File: src/rtl/bus_pkg.sv
// Shared definitions for the round-robin bus requester slice:
// FSM state encoding, default bus widths and the master count.
package bus_pkg;

    localparam int AW_DEF      = 16;
    localparam int DW_DEF      = 16;
    localparam int LENW_DEF    = 4;
    localparam int NUM_MASTERS = 4;

    typedef enum logic [1:0] {
        IDLE    = 2'd0,
        REQ     = 2'd1,
        XFER    = 2'd2,
        RELEASE = 2'd3
    } req_state_e;

endpackage

File: src/rtl/bus_requester_if.sv
// Shared-bus signal bundle between one requester (master) and the
// arbiter/slave side of the bus.
interface bus_requester_if
    import bus_pkg::*;
#(
    parameter int AW = AW_DEF,
    parameter int DW = DW_DEF
) ();
    logic          cyc;
    logic          gnt;
    logic          stb;
    logic          we;
    logic [AW-1:0] adr;
    logic [DW-1:0] dat_o;
    logic [DW-1:0] dat_i;
    logic          ack;

    modport master (
        output cyc, stb, we, adr, dat_o,
        input  gnt, dat_i, ack
    );

    modport slave (
        input  cyc, stb, we, adr, dat_o,
        output gnt, dat_i, ack
    );
endinterface

File: src/rtl/bus_req_timer.sv
// Loadable down-counter; expired_o is high while the count sits at zero.
module bus_req_timer #(
    parameter int W = 8
) (
    input  logic         clk,
    input  logic         rst,
    input  logic         load_i,
    input  logic [W-1:0] load_val_i,
    input  logic         en_i,
    output logic         expired_o
);
    logic [W-1:0] cnt_q;

    // Load has priority; otherwise count down while enabled, saturating at zero.
    always_ff @(posedge clk) begin
        if (rst) begin
            cnt_q <= '0;
        end else if (load_i) begin
            cnt_q <= load_val_i;
        end else if (en_i && (cnt_q != '0)) begin
            cnt_q <= cnt_q - 1'b1;
        end
    end

    assign expired_o = (cnt_q == '0);
endmodule

File: src/rtl/bus_requester.sv
// Master-side front end for the 4-way round-robin shared bus.
// Accepts one burst command, requests the bus, runs stb/ack beats and
// releases cyc for one idle cycle so the arbiter can rotate.
// Optional grant-wait timeout: define BUS_REQ_TIMEOUT_EN.
module bus_requester
    import bus_pkg::*;
#(
    parameter int AW             = AW_DEF,
    parameter int DW             = DW_DEF,
    parameter int LENW           = LENW_DEF,
    parameter int TIMEOUT_CYCLES = 64
) (
    input  logic            clk,
    input  logic            rst,
    input  logic            cmd_valid,
    output logic            cmd_ready,
    input  logic            cmd_we,
    input  logic [AW-1:0]   cmd_addr,
    input  logic [LENW-1:0] cmd_len,
    bus_requester_if.master bus,
    input  logic [DW-1:0]   wdata,
    output logic            wdata_pop,
    output logic [DW-1:0]   rdata,
    output logic            rdata_valid,
    output logic            done,
    output logic            err
);
    req_state_e      state_q, state_d;
    logic            we_q, we_d;
    logic [AW-1:0]   addr_q, addr_d;
    logic [LENW-1:0] cnt_q, cnt_d;
    logic [DW-1:0]   rdata_q, rdata_d;
    logic            rdata_valid_q, rdata_valid_d;
    logic            done_q, done_d;
    logic            err_q, err_d;
    logic            timeout_hit;

`ifdef BUS_REQ_TIMEOUT_EN
    localparam int TW = $clog2(TIMEOUT_CYCLES + 1);
    logic timer_load;
    logic timer_expired;

    // Arm the timer when a command is accepted so it counts REQ cycles only.
    assign timer_load = (state_q == IDLE) && cmd_valid;

    bus_req_timer #(.W(TW)) u_timer (
        .clk        (clk),
        .rst        (rst),
        .load_i     (timer_load),
        .load_val_i (TW'(TIMEOUT_CYCLES - 1)),
        .en_i       (state_q == REQ),
        .expired_o  (timer_expired)
    );

    assign timeout_hit = (state_q == REQ) && timer_expired;
`else
    assign timeout_hit = 1'b0;
`endif

    // State and datapath registers; reset discards any latched command.
    always_ff @(posedge clk) begin
        if (rst) begin
            state_q       <= IDLE;
            we_q          <= 1'b0;
            addr_q        <= '0;
            cnt_q         <= '0;
            rdata_q       <= '0;
            rdata_valid_q <= 1'b0;
            done_q        <= 1'b0;
            err_q         <= 1'b0;
        end else begin
            state_q       <= state_d;
            we_q          <= we_d;
            addr_q        <= addr_d;
            cnt_q         <= cnt_d;
            rdata_q       <= rdata_d;
            rdata_valid_q <= rdata_valid_d;
            done_q        <= done_d;
            err_q         <= err_d;
        end
    end

    // Next-state and beat handling; a lost grant in XFER wins over ack.
    always_comb begin
        state_d       = state_q;
        we_d          = we_q;
        addr_d        = addr_q;
        cnt_d         = cnt_q;
        rdata_d       = rdata_q;
        rdata_valid_d = 1'b0;
        done_d        = 1'b0;
        err_d         = 1'b0;
        wdata_pop     = 1'b0;
        case (state_q)
            IDLE: begin
                if (cmd_valid) begin
                    we_d    = cmd_we;
                    addr_d  = cmd_addr;
                    cnt_d   = cmd_len;
                    state_d = REQ;
                end
            end
            REQ: begin
                if (bus.gnt) begin
                    state_d = XFER;
                end else if (timeout_hit) begin
                    err_d   = 1'b1;
                    state_d = RELEASE;
                end
            end
            XFER: begin
                if (!bus.gnt) begin
                    state_d = RELEASE;
                end else if (bus.ack) begin
                    if (we_q) begin
                        wdata_pop = 1'b1;
                    end else begin
                        rdata_d       = bus.dat_i;
                        rdata_valid_d = 1'b1;
                    end
                    addr_d = addr_q + 1'b1;
                    cnt_d  = cnt_q - 1'b1;
                    if (cnt_q == '0) begin
                        done_d  = 1'b1;
                        state_d = RELEASE;
                    end
                end
            end
            RELEASE: begin
                state_d = IDLE;
            end
            default: begin
                state_d = IDLE;
            end
        endcase
    end

    // cmd_ready is masked by rst so a command offered during reset is never taken.
    assign cmd_ready   = (state_q == IDLE) && !rst;
    assign bus.cyc     = (state_q == REQ) || (state_q == XFER);
    assign bus.stb     = (state_q == XFER);
    assign bus.we      = (state_q == XFER) && we_q;
    assign bus.adr     = addr_q;
    assign bus.dat_o   = (state_q == XFER) ? wdata : '0;
    assign rdata       = rdata_q;
    assign rdata_valid = rdata_valid_q;
    assign done        = done_q;
    assign err         = err_q;
endmodule
File: src/flat_wrapper.sv
// flat-port wrapper written by rule: the top's interface ports become plain ports
module bus_requester_flat import bus_pkg::*;
#(
    parameter int AW             = AW_DEF,
    parameter int DW             = DW_DEF,
    parameter int LENW           = LENW_DEF,
    parameter int TIMEOUT_CYCLES = 64
)
  (clk, rst, cmd_valid, cmd_ready, cmd_we, cmd_addr, cmd_len, wdata, wdata_pop, rdata, rdata_valid, done, err, bus_cyc, bus_stb, bus_we, bus_adr, bus_dat_o, bus_gnt, bus_dat_i, bus_ack);
  bus_requester_if #(.AW(AW), .DW(DW)) bus_i ();
  input  logic clk;
  input  logic rst;
  input  logic cmd_valid;
  output logic cmd_ready;
  input  logic cmd_we;
  input  logic [AW-1:0] cmd_addr;
  input  logic [LENW-1:0] cmd_len;
  input  logic [DW-1:0] wdata;
  output logic wdata_pop;
  output logic [DW-1:0] rdata;
  output logic rdata_valid;
  output logic done;
  output logic err;
  output wire logic [$bits(bus_i.cyc)-1:0] bus_cyc;
  output wire logic [$bits(bus_i.stb)-1:0] bus_stb;
  output wire logic [$bits(bus_i.we)-1:0] bus_we;
  output wire logic [$bits(bus_i.adr)-1:0] bus_adr;
  output wire logic [$bits(bus_i.dat_o)-1:0] bus_dat_o;
  input wire logic [$bits(bus_i.gnt)-1:0] bus_gnt;
  input wire logic [$bits(bus_i.dat_i)-1:0] bus_dat_i;
  input wire logic [$bits(bus_i.ack)-1:0] bus_ack;
  assign bus_cyc = bus_i.cyc;
  assign bus_stb = bus_i.stb;
  assign bus_we = bus_i.we;
  assign bus_adr = bus_i.adr;
  assign bus_dat_o = bus_i.dat_o;
  assign bus_i.gnt = bus_gnt;
  assign bus_i.dat_i = bus_dat_i;
  assign bus_i.ack = bus_ack;
  bus_requester #(.AW(AW), .DW(DW), .LENW(LENW), .TIMEOUT_CYCLES(TIMEOUT_CYCLES)) u_core (.clk(clk), .rst(rst), .cmd_valid(cmd_valid), .cmd_ready(cmd_ready), .cmd_we(cmd_we), .cmd_addr(cmd_addr), .cmd_len(cmd_len), .bus(bus_i), .wdata(wdata), .wdata_pop(wdata_pop), .rdata(rdata), .rdata_valid(rdata_valid), .done(done), .err(err));
endmodule
File: config.mk
export PLATFORM = sky130hd
export DESIGN_NAME = bus_requester_flat
export DESIGN_NICKNAME = d
export VERILOG_FILES = /design/src/rtl/bus_pkg.sv /design/src/rtl/bus_requester_if.sv /design/src/rtl/bus_req_timer.sv /design/src/rtl/bus_requester.sv /design/src/flat_wrapper.sv
export SDC_FILE = /design/constraint.sdc
export NUM_CORES = 1
export LEC_CHECK = 0
export ABC_AREA = 1
export BUFFER_PORTS_ARGS = -buffer_cell sky130_fd_sc_hd__buf_2
export CAP_MARGIN = 40
export CORE_MARGIN = 3
export CORE_UTILIZATION = 42
export CTS_CLUSTER_DIAMETER = 100
export DETAILED_ROUTE_END_ITERATION = 7
export PLACE_DENSITY = 0.82
export SLEW_MARGIN = 20
export SYNTH_ARGS = -nofsm -noshare
export SYNTH_HDL_FRONTEND = slang
export SYNTH_SLANG_ARGS = --single-unit
File: constraint.sdc
create_clock -name clk -period 1.5 [get_ports clk]
set_input_delay 0.3 -clock clk [delete_from_list [all_inputs] [get_ports clk]]
set_output_delay 0.3 -clock clk [all_outputs]
set_load 0.02 [all_outputs]
==> results of run 1 <==
sequential cells by signal, summed over array words and instances, names as in the netlist:
register            flops
u_core.state_q          2
u_core.we_q             1
u_core.done             1
u_core.cnt_q            4
u_core.rdata_valid      1
u_core.bus.adr         16
u_core.rdata           16
per-layer routing:
| metal | vias to the layer above | global-route usage | share of wire |
|---|---|---|---|
| met5 | - | 0 | 0 |
| met4 | 0 | 0.103 | 0.042 |
| met3 | 33 | 0.0561 | 0.088 |
| met2 | 181 | 0.388 | 0.50 |
| met1 | 1316 | 0.237 | 0.36 |
| li1 | 1426 | - | - |
worst paths after layout:
| path | start | end | slack, ns |
|---|---|---|---|
| hold / removal | bus_dat_i[2] | u_core.rdata[2] | 0.21 |
| hold reg to reg | u_core.cnt_q[3] | u_core.cnt_q[3] | 0.47 |
| setup / recovery | u_core.state_q[0] | u_core.bus.adr[6] | -0.25 |
| setup reg to reg | u_core.state_q[0] | u_core.bus.adr[6] | -0.25 |
power groups by stage:
stage | sequential, mW | clock [mW] | combinational [mW]
2_1_floorplan | 1.85 | 0 | 1.71
3_3_place_gp | 1.63 | 0 | 2.64
3_5_place_dp | 1.64 | 0 | 2.70
4_1_cts | 1.63 | 0.746 | 3.14
5_1_grt | 1.69 | 0.803 | 4.59
6_report | 1.65 | 0.740 | 4.28
cells by family (layout without fill, tap and decap cells):
kind of cell,after synthesis,count (layout),share of synthesized area
adder cells (fa/ha/maj),5,5,0.0270
other,1,1,0.00162
XOR/XNOR,1,1,0.00379
AND/OR/NAND/NOR,186,186,0.335
AO/OA/AOI/OAI,69,69,0.153
buffers and inverters,66,199,0.125
flip-flops,41,41,0.355
synth_stat cells, types with 2 or more instances:
cell type / number
a21oi_1: 20
buf_1: 2
buf_2: 8
buf_4: 4
buf_6: 2
dfxtp_1: 41
ha_1: 5
inv_1: 47
nand2_1: 79
nand3_1: 20
nand3b_1: 2
nand4_1: 3
nor2_1: 74
nor3_1: 4
o21ai_0: 39
o21ai_1: 6
worst max-delay path, cell delays in order, from the launching register on:
cell and delay (ns):
dfxtp_2 0.34, inv_4 0.08, ha_4 0.19, buf_8 0.15, buf_6 0.12, clkinvlp_4 0.17
buf_6 0.19, nor2_1 0.10, o21ai_0 0.11, a21oi_1 0.21
final cells by class:
cell class / count / area [um^2]
repair buffers: 142 / 992
flip-flops and latches: 41 / 823
inverters: 49 / 205
well taps: 70 / 87.6
fillers: 384 / 1510
repair inverters: 1 / 11.3
multi-input cells: 262 / 1490
clock buffers: 7 / 86.3
stage by stage:
step	instances	hold WS (ns)	util
final	572	0.212	0.709
after global routing	572	0.235	0.709
after CTS	562	0.224	0.638
after detailed placement	545	0.466	0.576
after global placement	545	0.451	0.576
after floorplan	369	0.435	-
what timing repair did:
item                       CTS  global route
setup endpoints to repair   38            58
gates cloned                 1             5
hold endpoints to repair     0             0
pin swaps                    5            29
gates resized for setup     49           107
setup buffers                9             6
==> run_results.csv, run 1 <==
group,metric,value,unit
yosys,yosysSeqAreaShare,0.355,
sta,layout_min_cycle_time,1.75,ns
sta,finalMaxSlewViolations,0,
sta,rsz0062_at_grt,"true",
sta,final_hold_viol_count,0,
sta,setup_tns,-3.57,ns
yosys,synth_top_area_frac,0.355,
die,fp.dieArea,0.00643,mm^2
routing,firstDrtPassIters,4,
routing,wl_per_cell,14.2,um
yosys,ys_seq_elements,41,
sta,setup_viol,44,
clocking,hold_buffers,0,
global_route,grt_pass1_vias,2657,
yosys,synthFlopType,"dfxtp_1",
status,outcome,"finished, violations left",
power_and_ir_drop,power.switching,3.08,mW
cells_and_area,n_antenna_cell,0,
global_route,antenna_found_initial,0,
power_and_ir_drop,clockPowerShare,0.111,
die,core_region_area,0.00520,mm^2
die,top_level_ports,114,
cells_and_area,final_area,0.00369,mm^2
yosys,syn_inst,369,
cells_and_area,nets,565,
sta,fin_crit_sh,1.17,
placed_design,place_hpwl,4.72,mm
worst_hold_path,worstHoldPathCells,3,
cells_and_area,layout_commonest_cell,"buf_2",
setup_path,r2r_cells,9,
routing,wirelength,8.13,mm
placed_design,dpl-instance-area,0.00300,mm^2
global_route,grt_max_degree,25,
sta,layout_setup_ws,-0.250,ns
placed_design,routabilityCongestion,0.820,
clocking,numClockSinks,41,
yosys,synth-edff-count,0,
routing,final_antenna_net_count,0,
power_and_ir_drop,p_comb_frac,0.642,
routing,drc_errors,0,
clocking,cts_tree,"yes",
setup_path,worstPathMaxFanout,7,
setup_path,cp-end-kind,"flip-flop",
sta,fmax,572,MHz
die,die_h,80.2,um
clocking,clk_pin_slew,0.08,ns
yosys,ys_types,29,
clocking,cts_made_buffers,5,
status,violations,"setup timing",
placed_design,place_ws,-0.0492,ns
yosys,synth.cell_area,0.00231,mm^2
setup_path,cp-start-kind,"flip-flop",
yosys,synthesis.nets,432,
power_and_ir_drop,cellPowerDensity,1810,mW/mm^2
setup_path,worstSetupPathType,"flip-flop to flip-flop",
yosys,synthArstFlopShare,0,
placed_design,io_buffers,112,
global_route,grt.total_usage,0.217,
cells_and_area,syn2layout_area_growth,59.6,%
setup_path,worstPathRequired,1.71,ns
run,drv_cap,0,
clocking,insertion_delay,0.29,ns
cells_and_area,final_cell_mix,"93 x buf_2, 65 x nand2_1, 58 x nor2_1, 39 x dfxtp_1, 28 x inv_1",
global_route,overflow,0,
power_and_ir_drop,switching_share,0.461,
sta,skew,0.00527,ns
global_route,grt_first_pass_wirelength,11.2,mm
routing,viasPerCell,5.17,
yosys,synth.avg_cell_area,6.27,um^2
yosys,synthTopCellsByArea,"dfxtp_1 35%, nand2_1 13%, nor2_1 12%",
cells_and_area,drive_gt1_frac,0.454,
yosys,yosysWarnings,0,
worst_hold_path,hp-class,"input port to flip-flop",
yosys,yosysTopAreaCell,"dfxtp_1",
power_and_ir_drop,seqPwrFrac,0.247,
power_and_ir_drop,ir_worst_vdd,1.02,mV
clocking,cts-root-buf,"clkbuf_8",
power_and_ir_drop,finalPower,6.68,mW
power_and_ir_drop,p_int,3.60,mW
die,rows,26,
die,die_w,80.2,um
clocking,clockBufferDepth,2,
die,initial_utilization,0.444,
routing,vias,2956,
routing,drt_iter0_drc,188,
setup_path,crit_arrival,1.96,ns
power_and_ir_drop,power.leakage,1.86,nW
clocking,htreeDepth,2,
Note: power is estimated with default switching activity, not from simulation.
==> run 2, diff against run 1 <==
--- a/config.mk
+++ b/config.mk
@@ -13,6 +13,7 @@
 export CTS_CLUSTER_DIAMETER = 100
 export DETAILED_ROUTE_END_ITERATION = 7
 export PLACE_DENSITY = 0.82
+export RECOVER_POWER = 25
 export SLEW_MARGIN = 20
 export SYNTH_ARGS = -nofsm -noshare
 export SYNTH_HDL_FRONTEND = slang
==> run_results.csv, run 2 (synthesis gave the netlist of run 1 again) <==
group,metric,value,unit
status,outcome,"finished, violations left",
status,violations,"setup timing",
clocking,insertion_delay,0.29,ns
sta,fmax,558,MHz
routing,viasPerCell,5.13,
sta,skew,0.00552,ns
power_and_ir_drop,ir_worst_vdd,1.03,mV
setup_path,cp_cell_sequence,"inv_4, ha_4, buf_8, o21ai_4, nand3_4, clkbuf_16, o21ai_0, a21oi_1",
sta,rsz0062_at_grt,"true",
setup_path,worstPathMaxFanout,6,
setup_path,timing.critical_path.buf_inv,3,
setup_path,r2r_setup_slack,-0.29,ns
sta,fin_crit_sh,1.20,
die,initial_utilization,0.444,
worst_hold_path,hp-class,"input port to flip-flop",
clocking,htreeDepth,2,
global_route,grt_max_degree,25,
die,rows,26,
routing,final_antenna_net_count,0,
sta,finalMaxSlewViolations,0,
setup_path,crit_start,"u_core.state_q[0]",
setup_path,crit_arrival,1.95,ns
sta,setup_tns,-3.59,ns
global_route,grt_pass1_vias,2657,
global_route,grt_first_pass_wirelength,11.2,mm
sta,layout_min_cycle_time,1.79,ns
setup_path,cp-end-kind,"flip-flop",
cells_and_area,drive_gt1_frac,0.436,
global_route,overflow,0,
die,top_level_ports,114,
setup_path,critPathTopFamily,"compound AO/OA/AOI/OAI gates",
run,drv_cap,0,
die,die_h,80.2,um
placed_design,io_buffers,112,
placed_design,place_hpwl,4.72,mm
setup_path,worstPathRequired,1.66,ns
setup_path,endpoint,"u_core.bus.adr[6]",
clocking,cts-root-buf,"clkbuf_8",
die,core_region_area,0.00520,mm^2
die,fp.dieArea,0.00643,mm^2
power_and_ir_drop,power.leakage,1.82,nW
setup_path,r2r_cells,8,
routing,drc_errors,0,
sta,layout_setup_ws,-0.293,ns
sta,final_hold_viol_count,0,
routing,firstDrtPassIters,4,
clocking,numClockSinks,41,
cells_and_area,nets,565,
cells_and_area,instances_no_fill,572,
global_route,grt.total_usage,0.217,
cells_and_area,syn2layout_area_growth,59.1,%
setup_path,slowest_stage,"dfxtp_2",
die,die_w,80.2,um
setup_path,worstSetupPathType,"flip-flop to flip-flop",
cells_and_area,layout_commonest_cell,"buf_2",
routing,drt_iter0_drc,233,
cells_and_area,n_antenna_cell,0,
setup_path,max_stage_delay,0.36,ns
routing,vias,2937,
clocking,cts_tree,"yes",
setup_path,cp-start-kind,"flip-flop",
cells_and_area,final_cell_mix,"84 x buf_2, 65 x nand2_1, 58 x nor2_1, 39 x dfxtp_1, 28 x inv_1",
worst_hold_path,min_from,"bus_dat_i[2]",
setup_path,path_depth,8,
clocking,clk_pin_slew,0.08,ns
global_route,antenna_found_initial,0,
clocking,clockBufferDepth,2,
clocking,cts_made_buffers,5,
sta,timing.hold.ws,0.213,ns
power_and_ir_drop,finalPower,6.67,mW
placed_design,routabilityCongestion,0.820,
routing,wl_per_cell,14.3,um
routing,wirelength,8.19,mm
setup_path,r2r_start,"u_core.state_q[0]",
placed_design,dp_cells,545,
power_and_ir_drop,cellPowerDensity,1810,mW/mm^2
sta,setup_viol,44,
setup_path,r2r_end,"u_core.bus.adr[6]",
==> run 2: cell types whose count changed in the layout (fill, tap and decap cells not counted) <==
cell,change
clkbuf_1,+9
buf_2,-9
==> run 2: per-layer routing <==
metal  part of all wire  wire, um  track usage
met1               0.37      3040        0.237
met4              0.044       357        0.103
met3              0.080       652       0.0561
met2               0.51      4140        0.388
met5                  0         0            0
==> run 2: how the worst min path moves through the flow <==
stage	to	slack, ns	depth (start not counted)
2_1_floorplan	u_core.rdata[10]	0.43	2
3_3_place_gp	u_core.cnt_q[3]	0.45	2
3_5_place_dp	u_core.cnt_q[2]	0.47	2
4_1_cts	u_core.rdata[2]	0.22	3
5_1_grt	u_core.rdata[0]	0.23	3
6_report	u_core.rdata[2]	0.21	3
==> run 2: report_power, final <==
| group | internal [mW] | switching, mW | total (mW) |
|---|---|---|---|
| Clock | 0.365 | 0.371 | 0.736 |
| Sequential | 1.37 | 0.284 | 1.66 |
| Combinational | 1.86 | 2.43 | 4.28 |
==> run 2: repair_timing <==
action,CTS,global route
gates cloned,1,5
hold buffers,0,0
endpoints found under the setup margin,38,58
pin swaps,5,29
setup buffers,9,6
resized for setup,49,107
==> run 2: layout make-up <==
class	count	area (um^2)
Clock buffer	7	86.3
Fill cell	391	1520
Tap cell	70	87.6
Sequential cell	41	823
Multi-Input combinational cell	262	1490
Inverter	49	205
Timing Repair Buffer	142	981
Timing Repair inverter	1	11.3
==> run 2: per-stage QoR <==
stage	setup slack (ns)	area (um^2)	util
floorplan	0.00657	2340	-
global placement	0.0409	3000	0.576
detailed placement	-0.0492	3000	0.576
CTS	-0.0984	3320	0.638
global route	-0.277	3680	0.707
finish	-0.293	3680	0.707
==> run 2: tightest hold or removal path: cells and delay by family <==
| kind | cells | cell delay [ns] |
|---|---|---|
| and+or+nand+nor | 2 | 0.09 |
| buffers and inverters | 1 | 0.08 |
